<file path="src/rtl/encoder_position_tracker_if.sv">
// Link between the SPI absolute-encoder reader and its poll scheduler.
// The tracker is master: it issues enc_req and receives the angle.
interface encoder_position_tracker_if #(
  parameter int ANGLE_W = 19
);
  logic               enc_req;
  logic [ANGLE_W-1:0] angle;
  logic               angle_valid;

  modport master (
    output enc_req,
    input  angle,
    input  angle_valid
  );

  modport slave (
    input  enc_req,
    output angle,
    output angle_valid
  );
endinterface

</file>
<file path="src/rtl/encoder_position_tracker.sv">
// Polls the encoder reader, unwraps the single-turn angle into a
// multi-turn position, and flags implausible jumps and dead readers.
module encoder_position_tracker #(
  parameter int ANGLE_W     = 19,
  parameter int TURN_W      = 13,
  parameter int POLL_DIV    = 100000,
  parameter int TIMEOUT_CYC = 10000,
  parameter int MAX_STEP    = 16384
) (
  input  logic                      clk,
  input  logic                      rst_n,
  input  logic                      enable,
  input  logic                      err_clr,
  encoder_position_tracker_if.master rd,
  output logic [ANGLE_W+TURN_W-1:0] pos,
  output logic [TURN_W-1:0]         turns,
  output logic [ANGLE_W-1:0]        vel,
  output logic                      pos_valid,
  output logic                      initialized,
  output logic                      jump_err,
  output logic                      timeout_err,
  output logic [7:0]                reject_cnt
);

  localparam int PCW = $clog2(POLL_DIV);
  localparam int TCW = $clog2(TIMEOUT_CYC + 1);
  localparam int POS_W = ANGLE_W + TURN_W;
  localparam logic signed [ANGLE_W:0] STEP_P =
    (ANGLE_W+1)'(MAX_STEP);
  localparam logic signed [ANGLE_W:0] STEP_N = -STEP_P;

  typedef enum logic [1:0] {
    IDLE,
    REQ,
    WAIT,
    UPDATE
  } state_t;

  state_t             state;
  logic [PCW-1:0]     poll_cnt;
  logic [TCW-1:0]     tmo;
  logic [ANGLE_W-1:0] lat;
  logic [ANGLE_W-1:0] prev_angle;
  logic [ANGLE_W-1:0] delta;
  logic signed [ANGLE_W:0] dx;
  logic               step_ok;
  logic               tick;
  logic [7:0]         rej_next;

  assign turns = pos[POS_W-1:ANGLE_W];

  always_comb begin
    delta    = lat - prev_angle;
    // one extra bit so -2^(ANGLE_W-1) still compares correctly
    dx       = {delta[ANGLE_W-1], delta};
    step_ok  = (dx <= STEP_P) && (dx >= STEP_N);
    tick     = enable && (poll_cnt == PCW'(POLL_DIV - 1));
    rej_next = err_clr ? 8'd1 :
               (reject_cnt == 8'hFF) ? 8'hFF :
               reject_cnt + 8'd1;
  end

  always_ff @(posedge clk or negedge rst_n) begin
    if (!rst_n) begin
      poll_cnt <= '0;
    end else if (enable) begin
      if (tick) poll_cnt <= '0;
      else      poll_cnt <= poll_cnt + 1'b1;
    end
  end

  always_ff @(posedge clk or negedge rst_n) begin
    if (!rst_n) begin
      state       <= IDLE;
      rd.enc_req  <= 1'b0;
      tmo         <= '0;
      lat         <= '0;
      prev_angle  <= '0;
      pos         <= '0;
      vel         <= '0;
      pos_valid   <= 1'b0;
      initialized <= 1'b0;
      jump_err    <= 1'b0;
      timeout_err <= 1'b0;
      reject_cnt  <= '0;
    end else begin
      rd.enc_req <= 1'b0;
      pos_valid  <= 1'b0;
      if (err_clr) begin
        jump_err    <= 1'b0;
        timeout_err <= 1'b0;
        reject_cnt  <= '0;
      end
      unique case (state)
        IDLE: begin
          if (tick) begin
            state      <= REQ;
            rd.enc_req <= 1'b1;
          end
        end
        REQ: begin
          tmo   <= '0;
          state <= WAIT;
        end
        WAIT: begin
          if (rd.angle_valid) begin
            lat   <= rd.angle;
            state <= UPDATE;
          end else if (tmo == TCW'(TIMEOUT_CYC - 1)) begin
            timeout_err <= 1'b1;
            state       <= IDLE;
          end else begin
            tmo <= tmo + 1'b1;
          end
        end
        UPDATE: begin
          state <= IDLE;
          if (!initialized) begin
            pos         <= {{TURN_W{1'b0}}, lat};
            vel         <= '0;
            prev_angle  <= lat;
            initialized <= 1'b1;
            pos_valid   <= 1'b1;
          end else if (step_ok) begin
            pos        <= pos +
              {{TURN_W{delta[ANGLE_W-1]}}, delta};
            vel        <= delta;
            prev_angle <= lat;
            pos_valid  <= 1'b1;
          end else begin
            jump_err   <= 1'b1;
            reject_cnt <= rej_next;
          end
        end
        default: state <= IDLE;
      endcase
    end
  end

endmodule

</file>
<file path="src/flat_wrapper.sv">
// flat-port wrapper written by rule: the top's interface ports become plain ports
module encoder_position_tracker_flat 
#(
  parameter int ANGLE_W     = 19,
  parameter int TURN_W      = 13,
  parameter int POLL_DIV    = 100000,
  parameter int TIMEOUT_CYC = 10000,
  parameter int MAX_STEP    = 16384
)
  (clk, rst_n, enable, err_clr, pos, turns, vel, pos_valid, initialized, jump_err, timeout_err, reject_cnt, rd_enc_req, rd_angle, rd_angle_valid);
  encoder_position_tracker_if #(.ANGLE_W(ANGLE_W)) rd_i ();
  input  logic clk;
  input  logic rst_n;
  input  logic enable;
  input  logic err_clr;
  output logic [ANGLE_W+TURN_W-1:0] pos;
  output logic [TURN_W-1:0] turns;
  output logic [ANGLE_W-1:0] vel;
  output logic pos_valid;
  output logic initialized;
  output logic jump_err;
  output logic timeout_err;
  output logic [7:0] reject_cnt;
  output wire logic [$bits(rd_i.enc_req)-1:0] rd_enc_req;
  input wire logic [$bits(rd_i.angle)-1:0] rd_angle;
  input wire logic [$bits(rd_i.angle_valid)-1:0] rd_angle_valid;
  assign rd_enc_req = rd_i.enc_req;
  assign rd_i.angle = rd_angle;
  assign rd_i.angle_valid = rd_angle_valid;
  encoder_position_tracker #(.ANGLE_W(ANGLE_W), .TURN_W(TURN_W), .POLL_DIV(POLL_DIV), .TIMEOUT_CYC(TIMEOUT_CYC), .MAX_STEP(MAX_STEP)) u_core (.clk(clk), .rst_n(rst_n), .enable(enable), .err_clr(err_clr), .rd(rd_i), .pos(pos), .turns(turns), .vel(vel), .pos_valid(pos_valid), .initialized(initialized), .jump_err(jump_err), .timeout_err(timeout_err), .reject_cnt(reject_cnt));
endmodule
</file>
<file path="config.mk">
export PLATFORM = sky130hd
export DESIGN_NAME = encoder_position_tracker_flat
export DESIGN_NICKNAME = d
export VERILOG_FILES = /design/src/rtl/encoder_position_tracker_if.sv /design/src/rtl/encoder_position_tracker.sv /design/src/flat_wrapper.sv
export SDC_FILE = /design/constraint.sdc
export NUM_CORES = 1
export LEC_CHECK = 0
export ABC_AREA = 1
export BUFFER_PORTS_ARGS = -buffer_cell sky130_fd_sc_hd__buf_2
export CORE_MARGIN = 3
export CORE_UTILIZATION = 59
export CTS_CLUSTER_DIAMETER = 30
export CTS_CLUSTER_SIZE = 24
export DETAILED_ROUTE_END_ITERATION = 16
export PLACE_DENSITY_LB_ADDON = 0.15
export SETUP_SLACK_MARGIN = 0.4
export SLEW_MARGIN = 20
export SYNTH_ARGS = -nofsm -noshare
export SYNTH_HDL_FRONTEND = slang
export SYNTH_SLANG_ARGS = --single-unit
</file>
<file path="constraint.sdc">
create_clock -name clk -period 6 [get_ports clk]
set_clock_uncertainty 0.1 [all_clocks]
set_input_delay 0.6 -clock clk [delete_from_list [all_inputs] [get_ports clk]]
set_output_delay 0.6 -clock clk [all_outputs]
set_load 0.02 [all_outputs]
</file>
# [Word-level counts from Yosys, hierarchy flattened]
# Index checks and enable logic that the tools add are counted.
[word_totals] reg_bits=135 output_inout_bits=77 elab_cells=72
[classes] add_sub_neg=5 n_lt_le_gt_ge=2 eq_ne=11 muxes=33 n_reduce_logical=8
[ops] operator="$mux W19" n=4
[ops] operator="$mux W32" n=2
[ops] operator="$mux W8" n=6
[ops] operator="$add A32 B32 Y32" n=1
[ops] operator="$mux W14" n=2
[ops] operator="$pmux W14 S2" n=1
[ops] operator="$ge A19 B15 Y1 const B" n=1
[ops] operator="$le A19 B16 Y1 const B" n=1
[ops] operator="$sub A19 B19 Y19" n=1
[ops] operator="$add A17 B1 Y17 const B" n=1
[ops] operator="$eq A17 B17 Y1 const B" n=1
[ops] operator="$mux W17" n=1
[ops] operator="$add A14 B1 Y14 const B" n=1
[ops] operator="$eq A14 B14 Y1 const B" n=1
[ops] operator="$mux W1" n=13
[ops] operator="$add A8 B1 Y8 const B" n=1
[ops] operator="$eq A8 B8 Y1 const B" n=1
[ops] operator="$pmux W2 S4" n=1
[ops] operator="$mux W2" n=3
[ops] operator="$ne A2 B2 Y1 const B" n=3
[ops] operator="$reduce_and A2 Y1" n=3
[ops] operator="$eq A2 B2 Y1 const B" n=2
[ops] operator="$ne A3 B2 Y1 const B" n=1
[ops] operator="$reduce_and A3 Y1" n=1
[ops] operator="5 further kinds" n=6

# [Longest topological paths before layout]
[logic_depth] word_depth=6 ltp_mapped=27 mapped_depth_nobuf=26

# [Least setup slack after synthesis]
# OpenSTA, ideal clock, no wires.
[synth_path] path_kind="register to register" from="register u_core.lat[4]" to="register u_core.pos[22]" setup_time_ns=0.117 arrival_time_ns=2.986 path_slack_ns=2.797 stages_incl_launch_ff=23 path_buffers=0 period_less_slack_ns=3.203 path_cell_list="dfrtp_1 ha_1 nand2_1 inv_2 nand2_1 nand2_1 nand2_2 nand2_1 nand2_1 nand3_1 nand2_2 nand2_2 ha_1 inv_1 nor3_1 inv_1 o21ai_0 inv_1 o211ai_1 xnor2_1 nor2_1 nand3_1 nand2_1"
[synth_via] elab_chain_cells=5 word_cells_on_any_way=9
[synth_lines] element="start, declared" line_no="encoder_position_tracker.sv:42" text="logic [ANGLE_W-1:0] lat;"
[synth_lines] element="start signal, assigned" line_no="encoder_position_tracker.sv:107" text="lat <= rd.angle;"
[synth_lines] element="$sub A19 B19 Y19 *" line_no="encoder_position_tracker.sv:53" text="delta = lat - prev_angle;"
[synth_lines] element="branches (longest 4 deep; another with $add A32 B32 Y32)"
[synth_lines] element="end signal, assigned" line_no="encoder_position_tracker.sv:119" text="pos <= {{TURN_W{1'b0}}, lat};"
[synth_lines] element="end signal, assigned" line_no="encoder_position_tracker.sv:125" text="pos <= pos +"
[synth_lines] element="end, declared" line_no="encoder_position_tracker.sv:15" text="output logic [ANGLE_W+TURN_W-1:0] pos,"
# Mark *: on every way between the ends. The select of a mux whose other input is x is not followed.
# A chain may end at the register's enable or synchronous reset.

# [Worst setup path in the final report]
[layout_path] from="register u_core.lat[4]" to="register u_core.pos[7]"
# The elaborated chain is that of the path after synthesis.

==> qor.tcl <==
set qor(wire_per_inst_um) 15.18
set qor(groute.usage.overall_pct) 28.92
set qor(reg2regPathDepth) 18
set qor(yosys.area.top_type_share_pct) 34.60
set qor(aggregate_global_routing_overflow) 0
set qor(cts_repair_resize_count) 0
set qor(r2r_start) {u_core.lat[4]$_DFFE_PN0P_}
set qor(final_nets) 1565
set qor(finish.cell_count_without_fillers) 1714
set qor(final_weighted_congestion_of_routability_driven_global_placement) 0.9671
set qor(grt_pass1_vias) 8825
set qor(worst_path_largest_cell_delay_ns) 0.66
set qor(report.final.slew_viol_count) 0
set qor(std_cell_rows) 46
set qor(nFillCells) 1424
set qor(clock.fmax_ghz) 0.2245
set qor(critical_path.n_buffers_inverters) 2
set qor(cts-root-buf) {clkbuf_16}
set qor(maxCapViolations) 0
set qor(rsz0062_at_grt) {no}
set qor(post_cts_buffers) 0
set qor(ys_ff_latch) 135
set qor(fin_crit_ns) 4.454
set qor(floorplan.io_pins) 101
set qor(chipWidth_um) 134.6
set qor(worstPathCellList) {ha_1, nand2_1, inv_2, nand2_1, nand2_1, nand2_2, nand2_1, nand2_1, nand4_1, nand2_2, nand2_2, nor2_4, nor2_8, nand2_4, nand2_2, buf_4, nand2_1, nand2_1}
set qor(hold_viol) 0
set qor(drt_iter0_drc) 657
set qor(tritoncts_clock_tree) {built}
set qor(io_buffers) 100
set qor(synth_top_cells_by_area) {dfrtp_1, nand2_1, inv_1}
set qor(avgSynthCellArea_sq_um) 6.940
set qor(die-area_sq_mm) 0.01813
set qor(areaGrowthSynthToFinish_pct) 11.30
set qor(detail-route-antenna-nets) 0
set qor(setup.worst_path.class) {reg2reg}
set qor(clock_insertion_delay_worst_skew_ns) 0.44
set qor(worst_ep_required_time_ns) 6.22
set qor(cp-end-kind) {flip-flop}
set qor(first_pass_grt_wire_length_mm) 42.46
set qor(antenna_found_initial) 0
set qor(drive_above_1_share_pct) 12.88
set qor(ys.warnings.count) 0
set qor(antenna_cells) 0
set qor(path_depth) 18
set qor(setup_viol) 0
set qor(drtPass1Iterations) 5
set qor(dp_hpwl_mm) 19.23
set qor(pin_count_of_the_biggest_net_entering_global_routing) 78
set qor(cts_inserted_buffers) 17
set qor(totalNegativeSetupSlack_ns) 0
set qor(syn-instance-count) 1407
set qor(run_status) {complete, no violations}
set qor(yosysTopAreaCell) {dfrtp_1}
set qor(timing.max_slew.rel_slack_pct) 30.34
set qor(timing.hold.worst.class) {in2async}
set qor(viasPerCell) 5.554
set qor(floorplan.core_area_sq_mm) 0.01606
set qor(critPathSlowestCell) {nand2_2}
set qor(yosysSeqAreaShare_pct) 34.60
set qor(path_max_fanout) 68
set qor(cp-start-kind) {flip-flop}
set qor(numPlacedInstances) 1682
set qor(cts.htree.levels) 4
set qor(clock_path_buffers) 2
set qor(cts_hold_buffers) 0
set qor(syn-cell-area_sq_mm) 0.009764
set qor(die-height_um) 134.6
set qor(number_of_drc_violations_after_detailed_routing) 0
set qor(drt_wl_total_mm) 26.03
set qor(start_util_pct) 60.81
set qor(period_share_pct) 74.23
set qor(critical-path-top-delay-family) {simple AND/OR/NAND/NOR gates}
set qor(crit_start) {u_core.lat[4]$_DFFE_PN0P_}
set qor(worstPathArrival_ns) 4.67
set qor(postSynthNetCount) 1487
set qor(crit_path_frequent_cell) {nand2_1}
set qor(yosys.cell_types.count) 43
set qor(tightest_slew_ns) 1.042
set qor(cts_num_sinks) 135
set qor(vias) 9520
set qor(clkSlewWorstSetupHoldPaths_ns) 0.06
## logic make-up (layout without fill, tap and decap cells)
group                      count (synthesis)  after routing  share of synthesized area [%]
adders and majority gates                 56             56                          7.330
xor gates and xnor gates                  29             29                          2.601
and+or+nand+nor                          762            762                          33.93
muxes                                     17             17                          1.960
AOI/OAI and AO/OA                        172            172                          9.495
DFF                                      135            135                          34.60
buffers and inverters                    236            327                          10.08
## worst reg2reg max path, delay by kind of cell (launching register included)
kind,cells,cell delay (ns)
buffers and inverters,2,0.52
adder cells (fa/ha/maj),1,0.38
flip-flops,1,0.42
AND/OR/NAND/NOR,15,2.89
## cell usage in the layout, fill, tap and decap left out, types with 4 or more instances in the layout
master     count
dfrtp_1      135
o31ai_1        5
mux2_2        17
nand4_1       34
inv_2          6
nand3_2       13
inv_1        185
xor2_1        16
o21ai_0       61
ha_1          54
a21oi_1       84
clkbuf_16     17
a31oi_1        4
nand2_2       14
xnor2_1       13
nor3_1        20
buf_2         99
buf_4          4
nor2_1       121
nor4_1         7
nand2_1      425
nand3_1      115
a21o_1         4
## registers in the layout, summed over array words and instances (netlist names)
| name | flops |
|---|---|
| u_core.pos_valid | 1 |
| u_core.lat | 19 |
| u_core.jump_err | 1 |
| u_core.reject_cnt | 8 |
| u_core.rd.enc_req | 1 |
| u_core.timeout_err | 1 |
| u_core.tmo | 14 |
| u_core.pos | 32 |
| u_core.vel | 19 |
| u_core.initialized | 1 |
| u_core.state | 2 |
| u_core.prev_angle | 19 |
| u_core.poll_cnt | 17 |
## synth_stat cells (all sizes together)
| cell type | instances |
|---|---|
| clkinv | 1 |
| o21a | 2 |
| clkbuf | 13 |
| fa | 2 |
| ha | 54 |
| a31oi | 4 |
| o21bai | 3 |
| buf | 32 |
| nor4 | 7 |
| xnor2 | 13 |
| nand4 | 34 |
| nor3 | 20 |
| nor2 | 127 |
| a32o | 1 |
| mux2 | 17 |
| inv | 190 |
| and3 | 2 |
| a21o | 4 |
| nand2 | 440 |
| a221oi | 1 |
| a21boi | 2 |
| o211ai | 2 |
| o21ai | 62 |
| xor2 | 16 |
| nand3 | 128 |
| o31ai | 5 |
| dfrtp | 135 |
| and2 | 1 |
| a21oi | 86 |
| nand3b | 3 |
## routing by layer
metal / global-route usage, % / share of wire, %
met5: 0 / 0
met4: 8.993 / 2.1
met3: 4.396 / 6.1
met2: 47.25 / 46
met1: 39.88 / 45
## final timing paths
check | end | slack [ns]
setup / recovery | u_core.pos[7]$_DFFE_PN0P_ | 1.55
hold / removal | u_core.lat[8]$_DFFE_PN0P_ | 0.07
setup reg to reg | u_core.pos[7]$_DFFE_PN0P_ | 1.55
hold reg to reg | u_core.vel[12]$_DFFE_PN0P_ | 0.37
max in group asynchronous | u_core.vel[16]$_DFFE_PN0P_ | 4.50
min in group clk | u_core.timeout_err$_DFF_PN0_ | 0.29
## final cells by class
cell class | count | area [sq um] | share of cell area (%)
clock buffers | 20 | 446.7 | 4.110
clock inverters | 12 | 117.6 | 1.082
inverters | 191 | 716.9 | 6.597
multi-input cells | 1036 | 5401 | 49.70
flip-flops and latches | 135 | 3378 | 31.08
well taps | 216 | 270.3 | 2.487
repair buffers | 104 | 536.8 | 4.939
## through the flow
stage	instance area [sq um]	utilization [%]	hold slack, ns	setup slack [ns]
floorplan	9764	-	0.2044	2.797
global placement	10300	64.17	0.3561	1.653
detailed placement	10300	64.17	0.3586	1.548
CTS	10870	67.68	0.1053	1.550
global route	10870	67.68	0.1208	1.172
finish	10870	67.68	0.06644	1.546
Power is left out: the tool's default activity adds up to more than one toggle a clock period on the data nets, which glitch-free logic cannot reach.
